[src/rtl/fetch_unit.sv]
// rtl/fetch_unit.sv - instruction fetch FSM with PC/IR, ack timeout, halt/resume
module fetch_unit #(
    parameter int              PC_W        = 8,
    parameter int              INSTR_W     = 8,
    parameter logic [PC_W-1:0] RESET_PC    = '0,
    parameter int              ACK_TIMEOUT = 16
) (
    input  logic               Clk,
    input  logic               reset_n,
    output logic               imem_req,
    output logic [PC_W-1:0]    imem_addr,
    input  logic               imem_ack,
    input  logic [INSTR_W-1:0] imem_rdata,
    output logic [3:0]         Opcode,
    output logic [3:0]         Operand,
    output logic               ir_valid,
    input  logic               LoadIR,
    input  logic               IncPC,
    input  logic               SelPC,
    input  logic               LoadPC,
    input  logic [PC_W-1:0]    RegData,
    input  logic               resume,
    output logic [PC_W-1:0]    PC,
    output logic               halted,
    output logic               fault
);

    localparam int CNT_W = $clog2(ACK_TIMEOUT + 1);

    localparam logic [2:0] S_IDLE   = 3'd0;
    localparam logic [2:0] S_FETCH  = 3'd1;
    localparam logic [2:0] S_EXEC   = 3'd2;
    localparam logic [2:0] S_UPDATE = 3'd3;
    localparam logic [2:0] S_HALTED = 3'd4;
    localparam logic [2:0] S_FAULT  = 3'd5;

    logic [2:0]         state;
    logic [PC_W-1:0]    pc;
    logic [INSTR_W-1:0] ir;
    logic [CNT_W-1:0]   wait_cnt;
    logic               last_wait;

    // The final permitted FETCH cycle is the one where the counter reads ACK_TIMEOUT-1.
    assign last_wait = (wait_cnt == CNT_W'(ACK_TIMEOUT - 1));

    // Main FSM together with PC and IR updates.
    always_ff @(posedge Clk or negedge reset_n) begin
        if (!reset_n) begin
            state <= S_IDLE;
            pc    <= RESET_PC;
            ir    <= '0;
        end else begin
            case (state)
                S_IDLE: state <= S_FETCH;
                S_FETCH: begin
                    if (imem_ack) begin
                        ir    <= imem_rdata;
                        state <= S_EXEC;
                    end else if (last_wait) begin
                        state <= S_FAULT;
                    end
                end
                S_EXEC: state <= S_UPDATE;
                S_UPDATE: begin
                    if (!LoadIR) begin
                        state <= S_HALTED;
                    end else begin
                        state <= S_FETCH;
                        // A jump takes priority over an increment requested in the same cycle.
                        if (LoadPC) begin
                            pc <= SelPC ? {{(PC_W-4){1'b0}}, ir[3:0]} : RegData;
                        end else if (IncPC) begin
                            pc <= pc + PC_W'(1);
                        end
                    end
                end
                S_HALTED: begin
                    if (resume) begin
                        pc    <= pc + PC_W'(1);
                        state <= S_FETCH;
                    end
                end
                S_FAULT: state <= S_FAULT;
                default: state <= S_FAULT;
            endcase
        end
    end

    // Wait counter: held at zero outside FETCH so every FETCH entry starts from zero.
    always_ff @(posedge Clk or negedge reset_n) begin
        if (!reset_n) begin
            wait_cnt <= '0;
        end else if (state == S_FETCH && !imem_ack && !last_wait) begin
            wait_cnt <= wait_cnt + CNT_W'(1);
        end else begin
            wait_cnt <= '0;
        end
    end

    // Outputs decode straight from registered state so reset removes them immediately.
    always_comb begin
        imem_req  = (state == S_FETCH);
        imem_addr = pc;
        PC        = pc;
        ir_valid  = (state == S_EXEC);
        Opcode    = (state == S_EXEC) ? ir[7:4] : 4'b0000;
        Operand   = ir[3:0];
        halted    = (state == S_HALTED);
        fault     = (state == S_FAULT);
    end

endmodule

[config.mk]
export PLATFORM = sky130hd
export DESIGN_NAME = fetch_unit
export DESIGN_NICKNAME = d
export VERILOG_FILES = /design/src/rtl/fetch_unit.sv
export SDC_FILE = /design/constraint.sdc
export NUM_CORES = 1
export LEC_CHECK = 0
export BUFFER_PORTS_ARGS = -buffer_cell sky130_fd_sc_hd__buf_2
export CELL_PAD_IN_SITES_DETAIL_PLACEMENT = 1
export CELL_PAD_IN_SITES_GLOBAL_PLACEMENT = 2
export CORE_MARGIN = 8
export CORE_UTILIZATION = 31
export CTS_CLUSTER_SIZE = 28
export DETAILED_ROUTE_END_ITERATION = 12
export PLACE_DENSITY = 0.91
export SLEW_MARGIN = 15
export SYNTH_ARGS = -nofsm -noshare
export SYNTH_HDL_FRONTEND = slang
export SYNTH_SLANG_ARGS = --single-unit
[constraint.sdc]
create_clock -name Clk -period 3.9 [get_ports Clk]
set_input_delay 0.78 -clock Clk [delete_from_list [all_inputs] [get_ports Clk]]
set_output_delay 0.78 -clock Clk [all_outputs]
set_load 0.05 [all_outputs]
==> results of run 1 <==
## cells by family (layout without fill, tap and decap cells)
| logic type | Yosys count | in the layout | synth area share |
|---|---|---|---|
| buffers and inverters | 21 | 60 | 0.100 |
| DFF | 24 | 24 | 0.430 |
| and+or+nand+nor | 51 | 51 | 0.193 |
| AOI/OAI and AO/OA | 28 | 28 | 0.143 |
| muxes | 12 | 12 | 0.0940 |
| xor gates and xnor gates | 2 | 2 | 0.0125 |
| adders and majority gates | 3 | 3 | 0.0269 |
## layout make-up
class                           instances  area [um2]
Tap cell                               52        65.1
Sequential cell                        24         601
Multi-Input combinational cell         96         657
Inverter                                5        18.8
Timing Repair Buffer                   51         255
Fill cell                             520        2700
Clock buffer                            4        55.1
## worst max-delay path, stage by stage, from the launching register on
cell     delay (ns)
dfrtp_1        0.44
or3b_1         0.54
inv_2          0.12
buf_2          0.27
## synthesized netlist by cell type, drive strengths merged (2+ instances only)
master	count
and3	6
nor2	13
ha	3
mux2i	3
nand2	6
a211oi	2
and2	7
nand2b	2
nor3	2
buf	15
nor3b	3
a21oi	7
nand3	7
dfrtp	24
o32a	3
mux2	9
or2	2
inv	5
o21ai	7
## registers in the layout, summed over array words and instances (netlist names)
signal    flops
wait_cnt      5
PC            8
state         3
ir            8
## through the flow
step,hold slack [ns],setup slack [ns]
after CTS,0.472,1.46
after global routing,0.485,1.30
after global placement,0.450,1.79
after detailed placement,0.458,1.77
after floorplan,0.433,0.880
final,0.466,1.49
## power by group through the flow
| stage | sequential, mW | combinational (mW) | clock (mW) |
|---|---|---|---|
| floorplan | 0.571 | 0.648 | 0 |
| global placement | 0.462 | 0.877 | 0 |
| detailed placement | 0.467 | 0.885 | 0 |
| CTS | 0.462 | 0.887 | 0.181 |
| global route | 0.485 | 0.934 | 0.189 |
| finish | 0.461 | 0.872 | 0.168 |
## final timing paths
path / start / to / cells after the start
max: state[0] / halted / 3
min: wait_cnt[0] / wait_cnt[0] / 1
max reg2reg: state[0] / PC[7] / 5
min reg2reg: wait_cnt[0] / wait_cnt[0] / 1
max in group asynchronous: reset_n / ir[2] / 1
min in group asynchronous: reset_n / PC[5] / 1
## layer usage
layer  up-vias  share of wire  global-route usage  wire, um
met2        37           0.47               0.173      1710
met4         0         0.0033              0.0144        12
met1       565           0.45               0.129      1640
li1        566              -                   -         -
met3         2          0.075              0.0391       275
met5         -              0                   0         0
==> impl_metrics.tcl, run 1 <==
set metrics [dict create \
    outcome "completed" \
    rsz0062_at_grt "no" \
    power_density_nw_per_um2 909 \
    area_growth_pct 18.2 \
    cts_made_buffers 3 \
    regToRegSetupSlack_ns 2.11 \
    worstSetupPathType "register to primary output" \
    cts_resized 0 \
    cts.sink_count 24 \
    slew_violations 0 \
    p_clk_frac 0.112 \
    first_global_vias 1269 \
    power_mw 1.50 \
    fmax_mhz 415 \
    vias 1170 \
    period_share 0.617 \
    synth_nets 168 \
    cts_htree_levels 1 \
    clockBufferDepth 2 \
    power.share.switching 0.547 \
    drt_iter0_drc 20 \
    fin_cells 232 \
    cts_tree "done" \
    grt-ovfl-total 0 \
    core_um2 4350 \
    clock_latency_ns 0.26 \
    wl_per_cell_um 15.7 \
    yosys_register_bits 24 \
    ir_drop_mv 0.327 \
    antenna_cells 0 \
    power.leakage_nw 0.814 \
    dpl_cell_area_um2 1600 \
    cp.required_ns 3.12 \
    final_common_cell "buf_2" \
    critPathLaunchType "register" \
    antenna_found_initial 0 \
    setup_tns_ns 0 \
    dp_hpwl_um 2890 \
    timing.final.crit_period_ns 2.41 \
    cap_viol_max_count 0 \
    final_util 0.379 \
    switchingPower_mw 0.822 \
    yosysTopAreaCellShare 0.430 \
    synth_area_leaders "dfrtp_1 43%, mux2_2 7.3%, buf_4 6.4%" \
    power_frac_comb 0.581 \
    synthFlopType "dfrtp_1" \
    fin_nets 208 \
    hold_buffers 0 \
    grt_max_degree 25 \
    ys_warn_count 0 \
    power_frac_seq 0.307 \
    synth_top_area_cell "dfrtp_1" \
    avgSynthCellArea_um2 9.91 \
    die-width_um 83.1 \
    hold_viol_final 0 \
    clock_skew_ns 0.00341 \
    drc 0 \
    placement.io_buffers 51 \
    ys_seq_area_frac 0.430 \
    cp-end-kind "primary output" \
    drt_wl_total_um 3650 \
    cts_root_buf "clkbuf_8" \
    drtAntennaViolNets 0 \
    viasPerCell 5.04 \
    path_clk_slew_ns 0.09 \
    hp-class "register to register" \
    synth-edff-count 0 \
    most-common-layout-cells "51 x buf_2, 24 x dfrtp_1, 13 x nor2_1, 9 x mux2_2" \
    yosysUniqueCellTypes 38 \
    final_layout_size_suffix_gt1_frac 0.394 \
    syn_area_um2 1400 \
    start_util 0.321 \
    relSlewSlack 0.627 \
    die_h_um 83.1 \
    die-area_um2 6910 \
    std_cell_rows 24 \
    arrival_ns 1.63 \
    first_pass_iters 4 \
    finalInstanceArea_um2 1650 \
    grt_pass1_wl_um 6200 \
    gp_congestion 0.710 \
    track_usage 0.105 \
    synth_cells 141 \
    path_max_fanout 8 \
    dp.cells 228 \
    synthArstFlopShare 1.00 \
    boundaryPins 52 \
    post_cts_buffers 0 \
    finalSetupViolations 0 \
    p_int_mw 0.680 \
    worst_pin_slew_ns 0.559 \
]
Note: power is estimated with default switching activity, not from simulation.
==> run 2: changes to the inputs <==
CORE_UTILIZATION = 26   (was 31)
PLACE_DENSITY = 0.82   (was 0.91)
clock period = 2.11 ns   (was 3.9 ns; I/O delays follow)
==> impl_metrics.tcl, run 2 (same netlist as run 1, synthesis figures left out) <==
set metrics [dict create \
    final_common_cell "buf_2" \
    wl_met1_um 1750 \
    drc 0 \
    path_clk_slew_ns 0.09 \
    critPathLaunchType "register" \
    p_int_mw 1.35 \
    viasPerCell 4.74 \
    setup_slack_ns 0.110 \
    period_share 0.948 \
    relSlewSlack 0.605 \
    setup_tns_ns 0 \
    hold_ws_ns 0.138 \
    drt_wl_total_um 4040 \
    cts_resized 1 \
    die-area_um2 7980 \
    regToRegSetupSlack_ns 0.38 \
    post_cts_buffers 0 \
    vias 1186 \
    finalSetupViolations 0 \
    cts_root_buf "clkbuf_8" \
    power.share.switching 0.538 \
    r2r-start "state[2]" \
    wl_met2_um 1910 \
    worstSetupPathType "register to primary output" \
    fin_cells 250 \
    antenna_cells 0 \
    boundaryPins 52 \
    cp-end-kind "primary output" \
    die-width_um 89.3 \
    first_pass_iters 4 \
    wl_met3_um 365 \
    grt-ovfl-total 0 \
    antenna_found_initial 0 \
    core_um2 5140 \
    post-place-ws_ns 0.307 \
    clockBufferDepth 2 \
    first_global_vias 1280 \
    arrival_ns 1.58 \
    placement.io_buffers 51 \
    die_h_um 89.3 \
    dpl_cell_area_um2 1630 \
    start_util 0.272 \
    cts_tree "done" \
    area_growth_pct 21.9 \
    cp.required_ns 1.69 \
    switchingPower_mw 1.58 \
    gp_congestion 0.766 \
    hold_viol_final 0 \
    dp_hpwl_um 3090 \
    cts_htree_levels 1 \
    worst_pin_slew_ns 0.592 \
    fin_nets 208 \
    drt_iter0_drc 29 \
    finalInstanceArea_um2 1700 \
    power_frac_comb 0.561 \
    outcome "completed" \
    drtAntennaViolNets 0 \
    power.leakage_nw 0.826 \
    highest_layer "met4" \
    power_mw 2.93 \
    slew_violations 0 \
    r2r_cells 5 \
    clock_latency_ns 0.27 \
    most-common-layout-cells "51 x buf_2, 24 x dfrtp_1, 13 x nor2_1, 9 x mux2_2" \
    hp-class "primary input to async pin" \
    fill_cells 637 \
    cts_made_buffers 3 \
    cts.sink_count 24 \
    rsz0062_at_grt "no" \
    power_density_nw_per_um2 1720 \
    p_clk_frac 0.143 \
    track_usage 0.103 \
    cap_viol_max_count 0 \
    grt_max_degree 25 \
    r2r_end "PC[7]" \
    dp.cells 246 \
    fmax_mhz 500 \
    final_layout_size_suffix_gt1_frac 0.406 \
    path_max_fanout 8 \
    power_frac_seq 0.296 \
    wl_per_cell_um 16.2 \
    clock_skew_ns 0.00554 \
    timing.final.crit_period_ns 2.00 \
    grt_pass1_wl_um 6400 \
    hold_buffers 0 \
    ir_drop_mv 0.565 \
    std_cell_rows 26 \
    final_util 0.332 \
]
-- run 2: layer usage --
| layer | global-route usage | vias up |
|---|---|---|
| li1 | - | 565 |
| met1 | 0.123 | 577 |
| met2 | 0.176 | 42 |
| met3 | 0.0349 | 2 |
| met4 | 0.0136 | 0 |
| met5 | 0 | - |
-- run 2: layout make-up --
type | count | area (um2) | area share
multi-input cells | 96 | 671 | 0.394
flip-flops and latches | 24 | 601 | 0.352
repair buffers | 51 | 255 | 0.150
well taps | 70 | 87.6 | 0.0514
clock buffers | 3 | 41.3 | 0.0242
clock inverters | 1 | 30.0 | 0.0176
inverters | 5 | 18.8 | 0.0110
-- run 2: worst max-delay path, cell delays in order (launching register included) --
cell and delay, ns:
dfrtp_1 0.48, or3b_4 0.47, inv_2 0.09, buf_2 0.26
-- run 2: power by group through the flow --
stage	registers, mW	logic, mW	clock network [mW]
5_1_grt	0.910	1.75	0.450
6_report	0.866	1.64	0.418
3_5_place_dp	0.881	1.65	0
4_1_cts	0.871	1.67	0.433
3_3_place_gp	0.865	1.64	0
2_1_floorplan	1.06	1.21	0
-- run 2: worst max path at each step --
stage / from / to / slack [ns] / cells past startpoint
6_report: state[2] / halted / 0.11 / 3
5_1_grt: state[2] / halted / 0.03 / 3
4_1_cts: state[2] / halted / 0.08 / 3
3_5_place_dp: state[0] / PC[7] / 0.31 / 5
3_3_place_gp: state[0] / halted / 0.36 / 3
2_1_floorplan: state[2] / Opcode[0] / 0.20 / 2
